## src/rtl/card_auth_pkg.sv

```systemverilog
// Shared types for the card authorization responder: card network codes,
// responder FSM states and the PIN lockout threshold.
package card_auth_pkg;

    typedef enum logic [1:0] {
        NONE = 2'b00,
        VISA = 2'b01,
        MC   = 2'b10,
        AMEX = 2'b11
    } card_t;

    typedef enum logic [2:0] {
        IDLE,
        PIN_COLLECT,
        PIN_CHECK,
        AUTH_WAIT,
        RESULT
    } auth_state_t;

    // Consecutive PIN failures that lock a network (CARD_LOCKOUT_EN builds).
    localparam logic [1:0] LOCK_THRESHOLD = 2'd3;

endpackage

```

## src/rtl/pin_collector.sv

```systemverilog
// Keypad digit collector: shifts BCD digits into a PIN register, counts them,
// flags any non-BCD digit and times out when the keypad goes quiet.
module pin_collector #(
    parameter int PIN_DIGITS    = 4,
    parameter int DIGIT_TIMEOUT = 255
) (
    input  logic                    clk,
    input  logic                    reset,
    input  logic                    clear,
    input  logic                    active,
    input  logic                    digit_valid,
    input  logic [3:0]              digit,
    output logic                    done,
    output logic                    timeout,
    output logic                    bad,
    output logic [4*PIN_DIGITS-1:0] pin_value
);

    localparam int PIN_W = 4 * PIN_DIGITS;
    localparam int CNT_W = $clog2(PIN_DIGITS + 1);
    localparam int TO_W  = (DIGIT_TIMEOUT > 1) ? $clog2(DIGIT_TIMEOUT + 1) : 1;

    logic [PIN_W-1:0] shreg_q, shreg_d;
    logic [CNT_W-1:0] cnt_q, cnt_d;
    logic [TO_W-1:0]  to_q, to_d;
    logic             bad_q, bad_d;

    // The final digit completes the PIN; a quiet keypad for DIGIT_TIMEOUT cycles aborts it.
    assign done      = active && digit_valid && (cnt_q == CNT_W'(PIN_DIGITS - 1));
    assign timeout   = active && !digit_valid && (to_q == TO_W'(DIGIT_TIMEOUT - 1));
    assign bad       = bad_q;
    assign pin_value = shreg_q;

    // Next-state: shift a digit in, or age the idle counter while collecting.
    always_comb begin
        shreg_d = shreg_q;
        cnt_d   = cnt_q;
        to_d    = to_q;
        bad_d   = bad_q;
        if (clear) begin
            shreg_d = '0;
            cnt_d   = '0;
            to_d    = '0;
            bad_d   = 1'b0;
        end else if (active) begin
            if (digit_valid) begin
                shreg_d = (shreg_q << 4) | PIN_W'(digit);
                cnt_d   = cnt_q + 1'b1;
                to_d    = '0;
                if (digit > 4'd9) begin
                    bad_d = 1'b1;
                end
            end else begin
                to_d = to_q + 1'b1;
            end
        end
    end

    // Collector state registers.
    always_ff @(posedge clk) begin
        if (reset) begin
            shreg_q <= '0;
            cnt_q   <= '0;
            to_q    <= '0;
            bad_q   <= 1'b0;
        end else begin
            shreg_q <= shreg_d;
            cnt_q   <= cnt_d;
            to_q    <= to_d;
            bad_q   <= bad_d;
        end
    end

endmodule

```

## src/rtl/card_auth_responder.sv

```systemverilog
// Terminal-side responder for the payment controller handshake: PIN check and
// per-network credit authorization, answered with one-cycle result pulses.
// Optional macro CARD_LOCKOUT_EN: three consecutive PIN failures lock a network
// until reset (locked PIN inits and authorizations fail immediately).
// Handshake: init strobes and process_abort are single-cycle requests sampled
// only in IDLE (abort in any state); each accepted request yields exactly one
// result pulse unless aborted.
module card_auth_responder
    import card_auth_pkg::*;
#(
    parameter int                PIN_DIGITS    = 4,
    parameter int                AMT_W         = 16,
    parameter int                AUTH_LATENCY  = 8,
    parameter int                DIGIT_TIMEOUT = 255,
    parameter logic [AMT_W-1:0] CREDIT_INIT   = AMT_W'(5000)
) (
    input  logic                    clk,
    input  logic                    reset,
    input  logic [1:0]              card_choice,
    input  logic                    pin_process_init,
    input  logic                    pymt_process_init,
    input  logic                    process_abort,
    input  logic                    digit_valid,
    input  logic [3:0]              digit,
    input  logic [4*PIN_DIGITS-1:0] pin_ref,
    input  logic [AMT_W-1:0]        pymt_amt,
    output logic                    digit_ready,
    output logic                    busy,
    output logic                    pin_success,
    output logic                    pin_fail,
    output logic                    transaction_success,
    output logic                    transaction_fail,
    output logic [AMT_W-1:0]        credit_out
);

    localparam int PIN_W = 4 * PIN_DIGITS;
    localparam int LAT_W = (AUTH_LATENCY > 1) ? $clog2(AUTH_LATENCY) : 1;

    auth_state_t              state_q, state_d;
    card_t                    card_reg_q, card_reg_d;
    // Index 0 (no card) is held at zero so credit_out reads 0 with no card latched.
    logic [3:0][AMT_W-1:0]    credit_q, credit_d;
    logic [AMT_W-1:0]         amt_q, amt_d;
    logic [LAT_W-1:0]         lat_q, lat_d;
    logic                     force_fail_q, force_fail_d;
    logic                     pin_success_q, pin_success_d;
    logic                     pin_fail_q, pin_fail_d;
    logic                     txn_success_q, txn_success_d;
    logic                     txn_fail_q, txn_fail_d;
    logic                     start_pin, locked, auth_ok;
    logic                     col_done, col_timeout, col_bad;
    logic [PIN_W-1:0]         col_pin;

    pin_collector #(
        .PIN_DIGITS    (PIN_DIGITS),
        .DIGIT_TIMEOUT (DIGIT_TIMEOUT)
    ) u_pin_collector (
        .clk         (clk),
        .reset       (reset),
        .clear       (start_pin | process_abort),
        .active      (state_q == PIN_COLLECT),
        .digit_valid (digit_valid),
        .digit       (digit),
        .done        (col_done),
        .timeout     (col_timeout),
        .bad         (col_bad),
        .pin_value   (col_pin)
    );

`ifdef CARD_LOCKOUT_EN
    logic [3:0][1:0] fail_cnt_q, fail_cnt_d;

    assign locked = (fail_cnt_q[card_reg_q] == LOCK_THRESHOLD);

    // Track consecutive PIN failures of the latched network, saturating at the lock count.
    always_comb begin
        fail_cnt_d = fail_cnt_q;
        if (card_reg_q != NONE) begin
            if (pin_success_q) begin
                fail_cnt_d[card_reg_q] = 2'd0;
            end else if (pin_fail_q && (fail_cnt_q[card_reg_q] != LOCK_THRESHOLD)) begin
                fail_cnt_d[card_reg_q] = fail_cnt_q[card_reg_q] + 2'd1;
            end
        end
    end

    // Fail counters survive aborts; only reset unlocks a network.
    always_ff @(posedge clk) begin
        if (reset) begin
            fail_cnt_q <= '0;
        end else begin
            fail_cnt_q <= fail_cnt_d;
        end
    end
`else
    assign locked = 1'b0;
`endif

    assign auth_ok             = (card_reg_q != NONE) && !locked && (amt_q <= credit_q[card_reg_q]);
    assign digit_ready         = (state_q == PIN_COLLECT);
    assign busy                = (state_q != IDLE);
    assign pin_success         = pin_success_q;
    assign pin_fail            = pin_fail_q;
    assign transaction_success = txn_success_q;
    assign transaction_fail    = txn_fail_q;
    assign credit_out          = credit_q[card_reg_q];

    // Card register: new selection loads, abort or a transaction result clears it.
    always_comb begin
        card_reg_d = card_reg_q;
        if (txn_success_q || txn_fail_q) begin
            card_reg_d = NONE;
        end
        if (card_choice != 2'b00) begin
            card_reg_d = card_t'(card_choice);
        end
        if (process_abort) begin
            card_reg_d = NONE;
        end
    end

    // Responder FSM next-state, result pulses and credit update; abort overrides all.
    always_comb begin
        state_d       = state_q;
        credit_d      = credit_q;
        amt_d         = amt_q;
        lat_d         = lat_q;
        force_fail_d  = force_fail_q;
        pin_success_d = 1'b0;
        pin_fail_d    = 1'b0;
        txn_success_d = 1'b0;
        txn_fail_d    = 1'b0;
        start_pin     = 1'b0;
        unique case (state_q)
            IDLE: begin
                if (pin_process_init) begin
                    if (locked) begin
                        state_d      = PIN_CHECK;
                        force_fail_d = 1'b1;
                    end else begin
                        state_d   = PIN_COLLECT;
                        start_pin = 1'b1;
                    end
                end else if (pymt_process_init) begin
                    state_d = AUTH_WAIT;
                    amt_d   = pymt_amt;
                    lat_d   = LAT_W'(AUTH_LATENCY - 1);
                end
            end
            PIN_COLLECT: begin
                if (col_timeout) begin
                    state_d    = RESULT;
                    pin_fail_d = 1'b1;
                end else if (col_done) begin
                    state_d      = PIN_CHECK;
                    force_fail_d = 1'b0;
                end
            end
            PIN_CHECK: begin
                state_d      = RESULT;
                force_fail_d = 1'b0;
                if (!force_fail_q && !col_bad && (col_pin == pin_ref)) begin
                    pin_success_d = 1'b1;
                end else begin
                    pin_fail_d = 1'b1;
                end
            end
            AUTH_WAIT: begin
                if (lat_q == '0) begin
                    state_d = RESULT;
                    if (auth_ok) begin
                        txn_success_d        = 1'b1;
                        credit_d[card_reg_q] = credit_q[card_reg_q] - amt_q;
                    end else begin
                        txn_fail_d = 1'b1;
                    end
                end else begin
                    lat_d = lat_q - 1'b1;
                end
            end
            RESULT: begin
                state_d = IDLE;
            end
            default: begin
                state_d = IDLE;
            end
        endcase
        if (process_abort) begin
            state_d       = IDLE;
            credit_d      = credit_q;
            lat_d         = '0;
            force_fail_d  = 1'b0;
            start_pin     = 1'b0;
            pin_success_d = 1'b0;
            pin_fail_d    = 1'b0;
            txn_success_d = 1'b0;
            txn_fail_d    = 1'b0;
        end
    end

    // Responder state registers.
    always_ff @(posedge clk) begin
        if (reset) begin
            state_q       <= IDLE;
            card_reg_q    <= NONE;
            credit_q      <= {CREDIT_INIT, CREDIT_INIT, CREDIT_INIT, AMT_W'(0)};
            amt_q         <= '0;
            lat_q         <= '0;
            force_fail_q  <= 1'b0;
            pin_success_q <= 1'b0;
            pin_fail_q    <= 1'b0;
            txn_success_q <= 1'b0;
            txn_fail_q    <= 1'b0;
        end else begin
            state_q       <= state_d;
            card_reg_q    <= card_reg_d;
            credit_q      <= credit_d;
            amt_q         <= amt_d;
            lat_q         <= lat_d;
            force_fail_q  <= force_fail_d;
            pin_success_q <= pin_success_d;
            pin_fail_q    <= pin_fail_d;
            txn_success_q <= txn_success_d;
            txn_fail_q    <= txn_fail_d;
        end
    end

endmodule

```

## config.mk

```make
export PLATFORM = sky130hd
export DESIGN_NAME = card_auth_responder
export DESIGN_NICKNAME = d
export VERILOG_FILES = /design/src/rtl/card_auth_pkg.sv /design/src/rtl/pin_collector.sv /design/src/rtl/card_auth_responder.sv
export SDC_FILE = /design/constraint.sdc
export NUM_CORES = 1
export LEC_CHECK = 0
export CELL_PAD_IN_SITES_DETAIL_PLACEMENT = 1
export CELL_PAD_IN_SITES_GLOBAL_PLACEMENT = 2
export CORE_MARGIN = 4
export CORE_UTILIZATION = 36
export CTS_BUF_LIST = sky130_fd_sc_hd__clkbuf_8
export DETAILED_ROUTE_END_ITERATION = 10
export GPL_ROUTABILITY_DRIVEN = 0
export PLACE_DENSITY_LB_ADDON = 0.1
export SLEW_MARGIN = 5
export SYNTH_ARGS = -nofsm -noshare
export SYNTH_HDL_FRONTEND = slang
export SYNTH_HIERARCHICAL = 1
export SYNTH_SLANG_ARGS = --single-unit
```

## constraint.sdc

```tcl
create_clock -name clk -period 5.4 [get_ports clk]
set_clock_uncertainty 0.05 [all_clocks]
set_input_delay 0.54 -clock clk [delete_from_list [all_inputs] [get_ports clk]]
set_output_delay 0.54 -clock clk [all_outputs]
set_load 0.01 [all_outputs]
```

==> results_dict.tcl <==
set metrics [dict create \
    yosysSeqAreaShare_pct 41.2 \
    clk_latency_ps 440 \
    final_hold_viol_count 0 \
    fin_crit_sh_pct 75.9 \
    synth_xor_xnor_area_share_pct 4.81 \
    rsz0062_at_grt "no" \
    first_pass_iters 4 \
    dpl_cell_area_um2 6610 \
    swShare_pct 26.3 \
    path_class "reg -> reg" \
    die_h_um 135 \
    regArea_um2 2400 \
    antenna-diode-count 0 \
    synthMuxAreaShare_pct 8.59 \
    grt_pass1_vias 5173 \
    syn_nets 726 \
    yosys_warnings 6 \
    die_w_um 135 \
    required_ps 5690 \
    synth_top_family_by_area "simple AND/OR/NAND/NOR gates" \
    cts.sinks 120 \
    reg2reg_from "card_reg_q[0]$_SDFFE_PP0P_" \
    period_minus_slack_ps 4100 \
    fillers 1861 \
    min_path_type "reg -> reg" \
    cts_root_buffer "clkbuf_8" \
    rows 46 \
    grt_max_degree 70 \
    synth-compound-area-share_pct 14.0 \
    synthAdderAreaFrac_pct 5.07 \
    cp-end-kind "flip-flop" \
    clock_path_buffers 2 \
    maxSlewHeadroom_pct 47.3 \
    powerDensity_nw_per_um2 295 \
    drt_iter0_markers 187 \
    place_hpwl_um 11700 \
    p_seq_share_pct 43.2 \
    async_flop_share_pct 0 \
    detail_route.wirelength_um 16200 \
    clkSlewWorstSetupHoldPaths_ps 80 \
    design.die.area_um2 18300 \
    finalSetupTns_ps 0 \
    leakage_nw 2.65 \
    max-vdd-ir-drop_v 0.000195 \
    max_slew.worst_pin.slew_ps 784 \
    start_kind "flip-flop" \
    syn_avg_cell_area_um2 8.84 \
    grt_pass1_wl_um 26900 \
    synth_seq_cells 120 \
    p_switching_mw 0.548 \
    synth_cell_type_count 65 \
    num_io_pins 66 \
    setup_viol 0 \
    slew_violations 0 \
    p_clk_share_pct 43.7 \
    cp_data_arrival_time_ps 4390 \
    dpl.cell_count 909 \
    routedWlPerCell_um 17.2 \
    combPwrFrac_pct 13.1 \
    viasPerCell 5.08 \
    numCtsBuffers 17 \
    grt_overflow 0 \
    synthFlopType "dfxtp_1" \
    drc 0 \
    fin_area_um2 7060 \
    drtAntennaViolNets 0 \
    track_usage_pct 18.5 \
    drive_above_1_share_pct 10.1 \
    min-delay-start "credit_q[53]$_SDFFE_PP0P_" \
    hold_buffers 0 \
    fmax_mhz 244 \
    post_cts_resized 0 \
    netlist_area_um2 5830 \
    core_um2 15900 \
    path_max_fanout 13 \
    syn2layout_area_growth_pct 21.2 \
    multi_input_area_um2 3130 \
    start_util_pct 36.7 \
    layout.cells.non_filler 941 \
    syn_inst 659 \
    setup.worst_path.start "card_reg_q[0]$_SDFFE_PP0P_" \
    internal_power_mw 1.54 \
    via_count 4779 \
    antenna_found_initial 0 \
    cts_tree "done" \
    holdWs_ps 405 \
    status "finished, final reports clean" \
    drv_cap 0 \
    io_buffer_count 65 \
    post_cts_buffers 0 \
    synthSimpleGateAreaFrac_pct 21.1 \
    cts_htree_levels 4 \
    fin_nets 779 \
    synth_edf_count 0 \
]
-- final timing paths --
check | to | slack, ps | cells past startpoint
max | credit_q[32]$_SDFFE_PP0P_ | 1300 | 11
min | credit_q[53]$_SDFFE_PP0P_ | 400 | 2
max reg2reg | credit_q[32]$_SDFFE_PP0P_ | 1300 | 11
min reg2reg | credit_q[53]$_SDFFE_PP0P_ | 400 | 2
-- cell usage in the layout (no fill, tap or decap), drive strengths merged, types with 6 or more instances in the layout --
master           n
a21o             8
a211oi           9
or3              6
nand2          130
nand3           17
o21ai           13
xor2            21
ha              22
dfxtp          120
mux2i           14
buf              7
clkbuf          19
nor3             8
nor2            43
xnor2           11
inv             32
clkdlybuf4s50   64
nand4            7
mux4            16
nor2b           18
a21oi           63
-- synthesized netlist by cell type (3+ instances only) --
| cell type | n | share of area [%] |
|---|---|---|
| a211o_1 | 3 | 0.45 |
| a211oi_1 | 9 | 1.2 |
| a21o_1 | 7 | 0.90 |
| a21oi_1 | 62 | 5.3 |
| a31oi_1 | 4 | 0.43 |
| and2_1 | 4 | 0.43 |
| buf_2 | 14 | 1.2 |
| buf_4 | 5 | 0.64 |
| clkbuf_1 | 15 | 0.97 |
| dfxtp_1 | 120 | 41 |
| ha_1 | 22 | 4.7 |
| inv_1 | 30 | 1.9 |
| mux2i_1 | 14 | 2.4 |
| mux4_2 | 16 | 6.2 |
| nand2_1 | 129 | 8.3 |
| nand2b_1 | 4 | 0.43 |
| nand3_1 | 17 | 1.5 |
| nand4_1 | 6 | 0.64 |
| nor2_1 | 43 | 2.8 |
| nor2b_1 | 18 | 1.9 |
| nor3_1 | 7 | 0.60 |
| nor4_1 | 5 | 0.54 |
| o211ai_1 | 4 | 0.52 |
| o21a_1 | 4 | 0.52 |
| o21ai_0 | 12 | 1.0 |
| or3_1 | 6 | 0.64 |
| xnor2_1 | 11 | 1.7 |
| xor2_1 | 21 | 3.2 |
-- final cells by class --
| cell class | instances | share of cell area [%] |
|---|---|---|
| multi-input cells | 471 | 44.3 |
| flip-flops and latches | 120 | 34.0 |
| repair buffers | 71 | 9.78 |
| well taps | 216 | 3.83 |
| clock buffers | 19 | 3.70 |
| clock inverters | 13 | 2.73 |
| inverters | 31 | 1.65 |
-- cells by family (layout without fill, tap and decap cells) --
| group | after synthesis | count (layout) |
|---|---|---|
| adder cells (fa/ha/maj) | 23 | 23 |
| AND/OR/NAND/NOR | 261 | 261 |
| multiplexers | 30 | 30 |
| XOR/XNOR | 32 | 32 |
| flip-flops | 120 | 120 |
| buffers and inverters | 68 | 134 |
| AO/OA/AOI/OAI | 125 | 125 |
-- stage by stage --
step / worst slack, ps / total power, mW / util (%)
after floorplan: 1500 / 1.10 / -
final: 1300 / 2.09 / 44.5
after global routing: 1040 / 2.19 / 44.5
after CTS: 1250 / 2.12 / 44.5
after detailed placement: 1280 / 1.20 / 41.6
after global placement: 1430 / 1.19 / 41.6
-- flip-flops by register name (all words and copies together), names as in the netlist --
register	cells
amt_q	16
card_reg_q	2
credit_q	64
lat_q	3
pin_fail	1
pin_success	1
state_q	3
transaction_fail	1
transaction_success	1
u_pin_collector/bad	1
u_pin_collector/cnt_q	3
u_pin_collector/pin_value	16
u_pin_collector/to_q	8
-- layer usage --
layer / wire length [µm] / track usage [%] / share of wire [%]
met2: 8160 / 32.7 / 50
met5: 0 / 0 / 0
met1: 7340 / 22.6 / 45
met4: 129 / 4.48 / 0.80
met3: 533 / 4.72 / 3.3
-- critical path: stages (launching register included) --
cell	delay, ps
dfxtp_1	800
buf_4	320
mux4_2	340
ha_1	480
a21o_4	200
a31oi_2	120
o221ai_2	250
o31ai_4	120
nor3_1	670
buf_4	340
nor2_1	70
a211oi_1	230
-- power groups by stage --
| stage | Combinational [mW] | Clock [mW] | Sequential (mW) |
|---|---|---|---|
| 2_1_floorplan | 0.181 | 0 | 0.918 |
| 6_report | 0.274 | 0.911 | 0.901 |
| 5_1_grt | 0.303 | 0.988 | 0.902 |
| 3_3_place_gp | 0.273 | 0 | 0.921 |
| 3_5_place_dp | 0.276 | 0 | 0.922 |
| 4_1_cts | 0.278 | 0.944 | 0.901 |
Note: power is estimated with default switching activity, not from simulation.
==> edit, RTL diff (config.mk and constraints unchanged) <==
Add a define of `CARD_LOCKOUT_EN`.
--- a/src/rtl/card_auth_responder.sv
+++ b/src/rtl/card_auth_responder.sv
@@ -5,6 +5,8 @@
 // Handshake: init strobes and process_abort are single-cycle requests sampled
 // only in IDLE (abort in any state); each accepted request yields exactly one
 // result pulse unless aborted.
+`define CARD_LOCKOUT_EN
+
 module card_auth_responder
     import card_auth_pkg::*;
 #(
Behaviour: no difference found for any inputs over 4 cycles, from zero or initial values and one cycle with reset high; that may be too few to reach the edited logic, so the function may still have changed.
==> edit against the original RTL <==
Power is 0.19% lower; largest power group is now registers; worst setup slack improved by 0.20 ns; routed wire length rose by 2.1%; clock power down 9.5%; sequential cell count increased by 9; synthesized area rose by 8.4%; design area increased by 6.0%.
==> edit: results (changes against the original RTL) <==
synth_ff_type: "dfxtp_1"
grt_util_met1: 0.199  # -0.0275
p_comb_frac: 0.139  # +0.008
grt_pass1_vias: 5488  # +6.1%
synth-async-reset-ratio: 0  # unchanged
grt_start_max_net_pins: 54  # -23%
seq_area_frac_synth: 0.409  # -0.00350
grtUsageTotal: 0.174  # -0.0111
fillers: 1968  # +5.7%
fin_cells: 983  # +4.5%
synth_compound_area_frac: 0.131  # -0.00891
synthTopCellsByArea: "dfxtp_1 (41%), mux4_2 (6.4%), nand2_1 (5.4%)"
ir_worst_vdd_v: 0.000185  # -5.5%
r2r_end: "credit_q[23]$_SDFFE_PP1P_"
critPathArrivalTime_ns: 4.18  # -0.21 ns
rrSetupSlack_ns: 1.50  # +0.20 ns
hold-worst-slack_ns: 0.414  # +0.00951 ns
portBuffers: 65  # unchanged
critPathMaxFanout: 20  # +7
dpl_cell_area_um2: 7100  # +7.4%
first_pass_iters: 5  # +1
wl_met3_um: 666  # +25%
dp_hpwl_um: 12100  # +3.1%
met2_usage: 0.320  # -0.00654
slowest_stage: "mux4_2"
nets: 814  # +4.5%
hold_path_depth: 2  # unchanged
slew_headroom: 0.426  # -0.0474
worstHoldEndpoint: "amt_q[8]$_SDFFE_PP0P_"
r2r_cells: 10  # -1
yosys-top-cells-count: "dfxtp_1 (129), nand2_1 (91), nor2_1 (72)"
synthAdderAreaFrac: 0.0487  # -0.00196
status: "finished, final reports clean"
p_seq_frac: 0.465  # +0.033
grt_use_met3: 0.0447  # -0.00245
wl_met1_um: 7010  # -4.5%
internal_power_mw: 1.52  # -1.1%
synth_cell_types: 58  # -11%
yosys.area_share.xor_xnor: 0.0444  # -0.00374
synthCells: 694  # +5.3%
slowest_delay_ns: 0.59  # -0.21 ns
synthMuxAreaShare: 0.119  # +0.0328
powerDensity_nw_per_um2: 278  # -5.8%
layout-drive-gt1-share: 0.100  # -0.000426
grt_pass1_wl_um: 27500  # +2.5%
hold_start: "amt_q[8]$_SDFFE_PP0P_"
synth_nets: 762  # +5.0%
viasPerCell: 5.11  # +0.55%
top_register: "credit_q"
dr_wl_met2_um: 8630  # +5.8%
dp_cells: 952  # +4.7%
p_leak_nw: 2.86  # +8.2%
[edit: cell types whose count changed after synthesis, moves of 5 or more]
cell | unedited run | this run
nand2_1 | 129 | 91
nor2_1 | 43 | 72
mux2i_1 | 14 | 31
a211o_1 | 3 | 15
xnor2_1 | 11 | 23
xor2_1 | 21 | 9
dfxtp_1 | 120 | 129
nand3_1 | 17 | 8
nor2b_1 | 18 | 27
buf_2 | 14 | 7
nand3b_1 | 1 | 8
nor3_1 | 7 | 14
clkbuf_1 | 15 | 21
a21oi_1 | 62 | 57
[edit: per-stage QoR]
step | utilization | setup WS (ns)
global route | 0.434 | 1.23
global placement | 0.412 | 1.53
detailed placement | 0.412 | 1.44
CTS | 0.434 | 1.44
finish | 0.434 | 1.50
floorplan | - | 2.02
[edit: worst max-delay path by stage]
| stage | start | endpoint | slack, ns | depth (start not counted) |
|---|---|---|---|---|
| floorplan | card_reg_q[0]$_SDFFE_PP0P_ | credit_q[24]$_SDFFE_PP1P_ | 2.02 | 10 |
| global placement | card_reg_q[0]$_SDFFE_PP0P_ | credit_q[23]$_SDFFE_PP1P_ | 1.53 | 10 |
| detailed placement | card_reg_q[0]$_SDFFE_PP0P_ | credit_q[23]$_SDFFE_PP1P_ | 1.44 | 10 |
| CTS | card_reg_q[0]$_SDFFE_PP0P_ | credit_q[23]$_SDFFE_PP1P_ | 1.44 | 10 |
| global route | card_reg_q[0]$_SDFFE_PP0P_ | credit_q[39]$_SDFFE_PP1P_ | 1.23 | 11 |
| finish | card_reg_q[0]$_SDFFE_PP0P_ | credit_q[23]$_SDFFE_PP1P_ | 1.50 | 10 |
[edit: cell type report]
type,instances,share of cell area
clock buffers,20,0.0368
clock inverters,11,0.0150
inverters,30,0.0150
multi-input cells,496,0.457
flip-flops and latches,129,0.345
well taps,225,0.0376
repair buffers,72,0.0933
